==> config.mk <==
export PLATFORM = sky130hd
export DESIGN_NAME = wait_memory
export DESIGN_NICKNAME = d
export VERILOG_FILES = /design/src/rtl/wait_memory.sv
export SDC_FILE = /design/constraint.sdc
export NUM_CORES = 1
export LEC_CHECK = 0
export CORE_MARGIN = 2
export CORE_UTILIZATION = 39
export DETAILED_ROUTE_END_ITERATION = 10
export PLACE_DENSITY_LB_ADDON = 0.2
export SETUP_SLACK_MARGIN = 0.5
export SKIP_LAST_GASP = 1
export SLEW_MARGIN = 20
export SYNTH_ARGS = -nofsm -noshare
export SYNTH_HDL_FRONTEND = slang
export SYNTH_SLANG_ARGS = --single-unit
==> constraint.sdc <==
create_clock -name clk_i -period 3.6 [get_ports clk_i]
set_input_delay 1.08 -clock clk_i [delete_from_list [all_inputs] [get_ports clk_i]]
set_output_delay 1.08 -clock clk_i [all_outputs]
set_load 0.02 [all_outputs]
==> src/rtl/wait_memory.sv <==
// Single-port RAM with req/ack handshake, WAIT programmable wait states and byte-lane writes.
// An accepted request completes WAIT+1 cycles after its sample edge. New requests are ignored while busy_o is high.
module wait_memory #(
   parameter int AWIDTH = 5,
   parameter int DWIDTH = 8,
   parameter int WAIT   = 1
) (
   input  logic                  clk_i,
   input  logic                  rst_i,
   input  logic                  req_i,
   input  logic                  we_i,
   input  logic [AWIDTH-1:0]     addr_i,
   input  logic [DWIDTH-1:0]     wdata_i,
   input  logic [DWIDTH/8-1:0]   be_i,
   output logic [DWIDTH-1:0]     rdata_o,
   output logic                  ack_o,
   output logic                  busy_o
);

   localparam int LANES = DWIDTH / 8;
   localparam int DEPTH = 2 ** AWIDTH;
   localparam logic [3:0] CNT_INIT = (WAIT == 0) ? 4'd0 : 4'(WAIT - 1);

   typedef enum logic {IDLE, WAITING} state_t;

   state_t              state_q, state_d;
   logic [3:0]          cnt_q, cnt_d;
   logic                ack_q, ack_d;
   logic [DWIDTH-1:0]   rdata_q;

   logic [AWIDTH-1:0]   addr_q;
   logic                we_q;
   logic [DWIDTH-1:0]   wdata_q;
   logic [LANES-1:0]    be_q;

   logic                capture;
   logic                acc_vld;
   logic                acc_we;
   logic [AWIDTH-1:0]   acc_addr;
   logic [DWIDTH-1:0]   acc_wdata;
   logic [LANES-1:0]    acc_be;

   logic [DWIDTH-1:0]   mem_q [DEPTH];

   // With zero wait states the access uses the live inputs on the acceptance edge.
   always_comb begin
      state_d   = state_q;
      cnt_d     = cnt_q;
      capture   = 1'b0;
      acc_vld   = 1'b0;
      acc_we    = we_q;
      acc_addr  = addr_q;
      acc_wdata = wdata_q;
      acc_be    = be_q;
      case (state_q)
         IDLE: begin
            if (req_i) begin
               capture = 1'b1;
               if (WAIT == 0) begin
                  acc_vld   = 1'b1;
                  acc_we    = we_i;
                  acc_addr  = addr_i;
                  acc_wdata = wdata_i;
                  acc_be    = be_i;
               end else begin
                  cnt_d   = CNT_INIT;
                  state_d = WAITING;
               end
            end
         end
         WAITING: begin
            if (cnt_q == 4'd0) begin
               acc_vld = 1'b1;
               state_d = IDLE;
            end else begin
               cnt_d = cnt_q - 4'd1;
            end
         end
         default: state_d = IDLE;
      endcase
      ack_d = acc_vld;
   end

   always_ff @(posedge clk_i) begin
      if (rst_i) begin
         state_q <= IDLE;
         cnt_q   <= 4'd0;
         ack_q   <= 1'b0;
         rdata_q <= '0;
      end else begin
         state_q <= state_d;
         cnt_q   <= cnt_d;
         ack_q   <= ack_d;
         if (acc_vld && !acc_we) begin
            rdata_q <= mem_q[acc_addr];
         end
      end
   end

   always_ff @(posedge clk_i) begin
      if (capture) begin
         addr_q  <= addr_i;
         we_q    <= we_i;
         wdata_q <= wdata_i;
         be_q    <= be_i;
      end
   end

   // A reset landing on the access edge must not commit the write.
   always_ff @(posedge clk_i) begin
      if (!rst_i && acc_vld && acc_we) begin
         for (int i = 0; i < LANES; i++) begin
            if (acc_be[i]) begin
               mem_q[acc_addr][8*i +: 8] <= acc_wdata[8*i +: 8];
            end
         end
      end
   end

   assign rdata_o = rdata_q;
   assign ack_o   = ack_q;
   assign busy_o  = (state_q == WAITING);

endmodule

After elaboration in Yosys (flattened, before gate mapping)
Memories as Yosys holds them, arrays and structs flattened. A register that Yosys moved wholly into a read port is not among the register bits.
Cells that the tools add are included.

storage, ports and cells
  memory bits (writable) = 256
  memories kept = 1
  flip-flop bits (word level) = 21
  word-level logic and storage cells = 31

operators by class
  bitwise operators = 1
  eq/ne operators = 2
  add/subtract/negate cells = 1
  reduce and logical (&&, ||, !) cells = 7
  mux-type cells = 12

memory list
  name   depth  width  rd ports  clocked after memory_dff  write ports  line  text
  mem_q  32     8      1         1                         1            43    logic [DWIDTH-1:0] mem_q [DEPTH];

operators with widths
  cell                                               number
  2-to-1 mux 1 bit                                   8
  2-to-1 mux 4 bit                                   2
  case mux 4 bit (2 select lines)                    1
  zero test 4 bit                                    1
  inequality test 2 bit (second input constant)      2
  subtractor 4 x 1 -> 4 bit (second input constant)  1
  logical AND 1 bit                                  3
  zero test 1 bit                                    2
  case mux 1 bit (2 select lines)                    1
  AND reduction 2 bit                                1
  inverter 1 bit                                     1

Longest topological paths before layout
Gate-level depths: netlist of run 1.

  word-level depth = 7
  depth in mapped cells = 8
  depth with buffers taken out = 7

Least setup slack after synthesis of run 1
OpenSTA, ideal clock, no wires.

  path kind = input to register
  from = input port rst_i
  to = memory mem_q[31][0], enable pin
  library setup time = 0.370 ns
  stages = 5
  data arrival time = 2.268 ns
  setup slack = 0.962 ns
  path buffers = 1
  cells stage by stage = nor4_1 and3_1 clkbuf_1 nand3_1 nor2_1

on the way
  longest elaborated chain between the ends = 5

RTL lines
  element                                 line  text
  start, declared                         9     input logic rst_i,
  zero test 1 bit                         111   if (!rst_i && acc_vld && acc_we) begin
  logical AND 1 bit (2 in series)         111
  2-to-1 mux 1 bit                        111
  2-to-1 mux 1 bit (not written as such)  114   mem_q[acc_addr][8*i +: 8] <= acc_wdata[8*i +: 8];
  end, declared                           43

No other way between the ends.

==> impl_results.md, run 1 <==
* Drt wl/cell at about 25 um
* # setup viols final at 0
* Post-synthesis sequential area ratio at about three quarters
* Distinct cells, synth at between 50 and 60
* Diode count at 0
* DRC viols at 0
* R2r setup slk at around 670 ps
* Hold path cells at 2
* Period utilization at 81.4%
* Layout fillers at between 2000 and 2500
* Max IR drop VDD at approximately 0.32 mV
* # rows at slightly above 60
* Met2 Use GR at around 30%
* H-Tree Depth at 1
* Final wirelength at 27.3 mm
* Share of layout cells above drive strength 1 at about 20%
* M3 GR Usage at approximately 2.7%
* DRT Pass-1 Iters at 5
* Core ar. at approximately 0.028 mm^2
* Dpl ws at between 400 and 500 ps
* Period minus WS final at a little under 3000 ps
* I/O pin count at 28
* Synth Flop Type: edfxtp_1
* Register area at between 0.008 and 0.009 mm^2
* Gr ovfl total at 0
* Sink Count at 285
* # port buffers at 27
* Unrepaired setup endpoints after global routing: no
* Post-CTS setup buffer count at 0
* Worst r2r src: acc_addr[1]$_DFFE_PP_
* Hold Path End: rdata_o[3]$_SDFFE_PP0P_
* Top cell type's share of synthesized area at between 70% and 80%
* Beginning of the worst hold path: rdata_o[3]$_SDFFE_PP0P_
* Worst-Margin Slew at 989 ps
* Chip height at between 150 and 200 um
* Die X at ~170 um
* CP Data Arrival Time at about 3400 ps
* Top cells by area, synth: edfxtp_1 73%, mux4_2 5.8%, mux2i_1 4.3%
* Clock buffer depth at 3
* Worst EP required at approximately 4000 ps
* NumNets Final at slightly above 700
* Clock insertion delay at the later pin of the skew report at 540 ps
* Hold crit path type: reg2reg
* Largest area contributor in the netlist: edfxtp_1
* Status: complete, no violations
* Final hold violation count at 0
* Largest net degree at the start of global routing at slightly above 50
* CTS Hold Buffers Added at 0
* Cell Pwr Density at about 540 mW/mm^2
* FF-to-FF path depth at 6
* Count leader, synth: edfxtp_1
* Syn Inst Count at about 600
* Cell area after layout at 0.0132 mm^2
* Multi-input gate area at ~0.0025 mm^2
* Setup_tns at 0 ps
* Synth cell count leaders: 271 x edfxtp_1, 51 x nor2_1, 48 x mux2i_1, 29 x mux4_2, 21 x nand2_1
* CP endpoint kind: register
* Mapped Area at approximately 0.011 mm^2
* Total Power at ~7.1 mW
* Flops & latches, synth at 285
* Synth warn at 0
* Lkg Pwr at about 4.3 nW
* Reg clk slew, reported paths at approximately 70 ps
* GR peak layer: met2
* CTS Root Cell: clkbuf_16
* Reg-to-Reg End: rdata_o[4]$_SDFFE_PP0P_
* Setup Skew at between 15 and 20 ps
* Area post-placement at 0.0122 mm^2
* Met1 GRT Util at around 26%
* Die ar. at approximately 0.030 mm^2
* Syn Area/Cell at 18.3 um^2
* FFs w/ async S/R, synth at 0%
* Resized cells post-CTS at 0
* Post-synth EDFFs at 271
* Max Cap Viol at 0
* CTS Buf Count at 29
* Setup ws final at about 670 ps
* Initial core utilization at ~40%
* Fin. max-slew vios at 0
* Initial DRC Count at roughly 640
* Setup CP Type: reg2reg
* Crit path launch type: register
* Slew margin rel. at 34.1%
* F_max at around 0.34 GHz
* Core Util, Final at a little under half
* First-pass GRT wire length at about 40 mm
* Via density at around 5.4
* Syn Nets at approximately 630
* Initial antenna violation count at 0
* Post-route ant nets at 0
* Via count at 6032
* Post-DP HPWL at about 18 mm
* CTS tree: yes
* Number of global-route vias before repair at 6213
* Max FO, Critical Path at 24
* Area grow syn2layout at 17.8%
* Final GP Congestion at 0.867
* All-Layer GR Usage at approximately 18%
==> logic make-up after synthesis <==
kind of cell,count (synthesis),synth area share [%]
multiplexers,91,12.5
AO/OA/AOI/OAI,60,3.90
AND/OR/NAND/NOR,139,6.15
adder cells (fa/ha/maj),1,0.112
flip-flops,285,75.2
buffers and inverters,34,2.10
==> metal layers <==
metal,share of wire [%],up-vias
met5,0,-
met4,2.1,0
met3,5.3,42
met2,49,196
met1,44,3145
li1,-,2649
==> worst max-delay path by stage <==
| stage | start | end | cells past startpoint |
|---|---|---|---|
| finish | acc_addr[1]$_DFFE_PP_ | rdata_o[4]$_SDFFE_PP0P_ | 6 |
| global route | acc_addr[1]$_DFFE_PP_ | rdata_o[6]$_SDFFE_PP0P_ | 6 |
| CTS | acc_addr[1]$_DFFE_PP_ | rdata_o[4]$_SDFFE_PP0P_ | 6 |
| detailed placement | rst_i | mem_q[11][0]$_DFFE_PP_ | 7 |
| global placement | rst_i | mem_q[28][5]$_DFFE_PP_ | 7 |
| floorplan | rst_i | mem_q[31][0]$_DFFE_PP_ | 5 |
==> layout by cell type (no fill, tap or decap), drive strengths merged, types with 11 or more instances in the layout <==
| master | Yosys | final |
|---|---|---|
| edfxtp | 271 | 271 |
| buf | 23 | 61 |
| nor2 | 51 | 51 |
| mux2i | 48 | 48 |
| mux4 | 36 | 36 |
| clkbuf | 5 | 34 |
| clkdlybuf4s50 | 0 | 27 |
| nand2 | 21 | 21 |
| dfxtp | 14 | 14 |
| nor3 | 11 | 11 |
| o22ai | 11 | 11 |
| clkinv | 0 | 11 |
==> through the flow <==
step                hold WS (ps)  cells
floorplan                    488    610
global placement             486   1054
detailed placement           501   1054
CTS                          509   1107
global route                 538   1107
finish                       503   1107
==> layout make-up <==
cell class / count / share of cell area [%]
flip-flops and latches: 285 / 63.9
multi-input cells: 291 / 19.3
repair buffers: 88 / 5.72
clock buffers: 34 / 5.65
well taps: 384 / 3.65
clock inverters: 19 / 1.66
inverters: 6 / 0.171
==> flip-flops by register name (all words and copies together), names as in the netlist <==
signal     cells
acc_addr       5
acc_be         1
acc_wdata      8
acc_we         1
ack_o          1
busy_o         1
cnt_q          4
mem_q        256
rdata_o        8
==> worst max-delay path, stage by stage, from the launching register on <==
cell	delay, ps
edfxtp_1	1000
buf_4	490
mux2i_1	240
o22ai_1	90
a2111oi_0	660
and3_1	260
a211oi_1	70
==> power by group <==
part           switching, mW  leakage (nW)  internal, mW
Combinational          0.222          1.29         0.135
Sequential            0.0247          2.56          3.65
Clock                   1.20         0.461          1.83
Note: power is estimated with default switching activity, not from simulation.
==> inputs of run 2 (changes only) <==
==> constraint.sdc (replaced) <==
create_clock -name clk_i -period 2.9 [get_ports clk_i]
set_input_delay 0.87 -clock clk_i [delete_from_list [all_inputs] [get_ports clk_i]]
set_output_delay 0.87 -clock clk_i [all_outputs]
set_load 0.02 [all_outputs]
==> impl_results.md, run 2 (synthesis gave the netlist of run 1 again) <==
* Clock insertion delay at the later pin of the skew report at 540 ps (about the same)
* Met1 GRT Util at 24.5% (-1.1 points)
* First-pass GRT wire length at 40.7 mm (+0.22%)
* Initial antenna violation count at 0 (unchanged)
* Post-DP HPWL at 17.9 mm (+1.0%)
* Met2 Use GR at 31.7% (+1.5 points)
* Unrepaired setup endpoints after global routing: no
* F_max at about 0.43 GHz
* Period minus WS final at 2340 ps
* Diode count at 0 (unchanged)
* Reg clk slew, reported paths at 60 ps (about the same)
* Commonest non-fill, non-tap cells in the layout: 271 x edfxtp_1, 66 x buf_4, 51 x nor2_1
* Period utilization at about four fifths
* Final hold violation count at 0 (unchanged)
* Worst EP required at 2030 ps (-2000 ps)
* Slew margin rel. at 60.1% (+26 points)
* Final wirelength at 27.5 mm (+0.62%)
* Via density at 5.36 (-1.6%)
* Setup Skew at 15.4 ps (-0.689 ps)
* Max reg flops at 256 (unchanged)
* CTS Buf Count at 29 (unchanged)
* CP Buf/Inv Count at 1 (unchanged)
* Chip height at 173 um (unchanged)
* CTS Root Cell: clkbuf_16
* I/O pin count at 28 (unchanged)
* Critical path's largest stage delay at 610 ps (-390 ps)
* M3 GR Usage at 3.05% (+0.37 points)
* # setup viols final at 0 (unchanged)
* Die ar. at 0.0301 mm^2 (unchanged)
* FF-to-FF path depth at 7 (+1)
* Share of layout cells above drive strength 1 at 20.7% (+0.90 points)
* Layout fillers at 2464 (+1.3%)
* Hold path cells at 2 (unchanged)
* Gr ovfl total at 0 (unchanged)
* NumNets Final at 732 (+1.7%)
* Die X at 173 um (unchanged)
* Largest net degree at the start of global routing at 42 (-18%)
* CTS Hold Buffers Added at 0 (unchanged)
* Most common cell after layout, fill and taps aside: edfxtp_1
* Sink Count at 285 (unchanged)
* Setup CP Type: reg2out
* Crit path launch type: register
* Via count at 6000 (-0.53%)
* CP Cell Sequence: clkdlybuf4s50_1
* # rows at 62 (unchanged)
* Number of global-route vias before repair at 6235 (+0.35%)
* Fin. max-slew vios at 0 (unchanged)
* Hold crit path type: reg2reg
* Status: complete, no violations
* CP Data Arrival Time at 1470 ps (-1890 ps)
* Critical-path top delay cell: clkdlybuf4s50_1
* Reg-to-Reg End: rdata_o[6]$_SDFFE_PP0P_
* Worst r2r src: cnt_q[0]$_SDFFE_PP0P_
* CTS tree: yes
* CP endpoint kind: primary output
* Setup_tns at 0 ps (unchanged)
* Final GP Congestion at 0.852 (-1.7%)
* DRT Pass-1 Iters at 5 (unchanged)
* Initial DRC Count at 597 (-7.2%)
* Biggest register: mem_q
* Clock buffer depth at 3 (unchanged)
* Max IR drop VDD at 0.420 mV (+32%)
* GR peak layer: met2
* Critical path's top delay family: buffers and inverters
* Max Cap Viol at 0 (unchanged)
* Core ar. at 0.0285 mm^2 (unchanged)
* Beginning of the worst hold path: rdata_o[1]$_SDFFE_PP0P_
* Core Util, Final at 46.5% (+0.19 points)
* Cell Pwr Density at 637 mW/mm^2 (+19%)
* Max FO, Critical Path at 2 (-92%)
* All-Layer GR Usage at 18.5% (+0.24 points)
* Post-route ant nets at 0 (unchanged)
* Initial core utilization at 39.3% (unchanged)
* R2r setup slk at 590 ps (-80 ps)
* Lkg Pwr at 4.38 nW (+1.7%)
* H-Tree Depth at 1 (unchanged)
* Hold Path End: rdata_o[1]$_SDFFE_PP0P_
* Worst-Margin Slew at 594 ps (-395 ps)
* Drt wl/cell at 24.5 um (-0.46%)
* # port buffers at 27 (unchanged)
* Area grow syn2layout at 18.3%
* DRC viols at 0 (unchanged)
-- run 2: cell count changes in the layout (fill, tap and decap cells not counted), sizes merged --
cell,previous run,this run
buf,61,73
clkdlybuf4s50,27,21
dlymetal6s2s,0,1
clkbuf,34,36
dlygate4sd2,0,5
clkinvlp,3,2
clkinv,11,14
bufinv,5,1
-- run 2: cell type report --
class	count	area, um^2	share of cell area (%)
Clock buffer	36	752	5.68
Clock inverter	17	103	0.775
Inverter	6	22.5	0.170
Multi-Input combinational cell	291	2550	19.3
Sequential cell	285	8420	63.6
Tap cell	384	480	3.63
Timing Repair Buffer	100	902	6.82
-- run 2: worst max-delay path by stage --
stage	cells after the start	start	slack (ps)	endpoint
after floorplan	5	rst_i	470	mem_q[31][0]$_DFFE_PP_
after global placement	7	rst_i	80	mem_q[30][3]$_DFFE_PP_
after detailed placement	7	rst_i	30	mem_q[30][5]$_DFFE_PP_
after CTS	1	rdata_o[3]$_SDFFE_PP0P_	510	rdata_o[3]
after global routing	1	rdata_o[6]$_SDFFE_PP0P_	510	rdata_o[6]
final	1	rdata_o[1]$_SDFFE_PP0P_	560	rdata_o[1]
-- run 2: layer usage --
layer	vias to the layer above	routed length [um]	part of all wire (%)
met5	-	0	0
met4	0	635	2.3
met3	47	1660	6.0
met2	204	13600	50
met1	3076	11600	42
li1	2673	-	-
-- run 2: worst reg2reg max path, cell delays in order, from the launching register on --
cell	delay, ps
dfxtp_1	330
inv_1	60
ha_1	190
nand2_1	150
or4_4	510
or3_1	400
nor3_1	360
a311oi_1	150
-- run 2: report_power, final --
part | internal [mW] | leakage, nW | switching, mW
combinational | 0.187 | 1.41 | 0.293
clock | 1.91 | 0.411 | 1.48
sequential | 4.53 | 2.56 | 0.0175
total | 6.63 | 4.38 | 1.80
-- run 2: stage by stage --
step                hold WS, ps  instance area, um^2  worst slack [ps]  std cells  total power, mW
global placement            489                12300              76.7       1062             5.11
global route                528                13200               506       1119             8.68
detailed placement          496                12300              34.6       1062             5.11
CTS                         504                13200               514       1119             8.50
floorplan                   488                11200               472        610             4.91
finish                      504                13200               558       1119             8.43
-- run 2: what timing repair did --
action / 4_1_cts / 5_1_grt
resized for setup: 5 / 4
endpoints found under the setup margin: 11 / 233
pin swaps: 0 / 0
setup buffers: 4 / 0
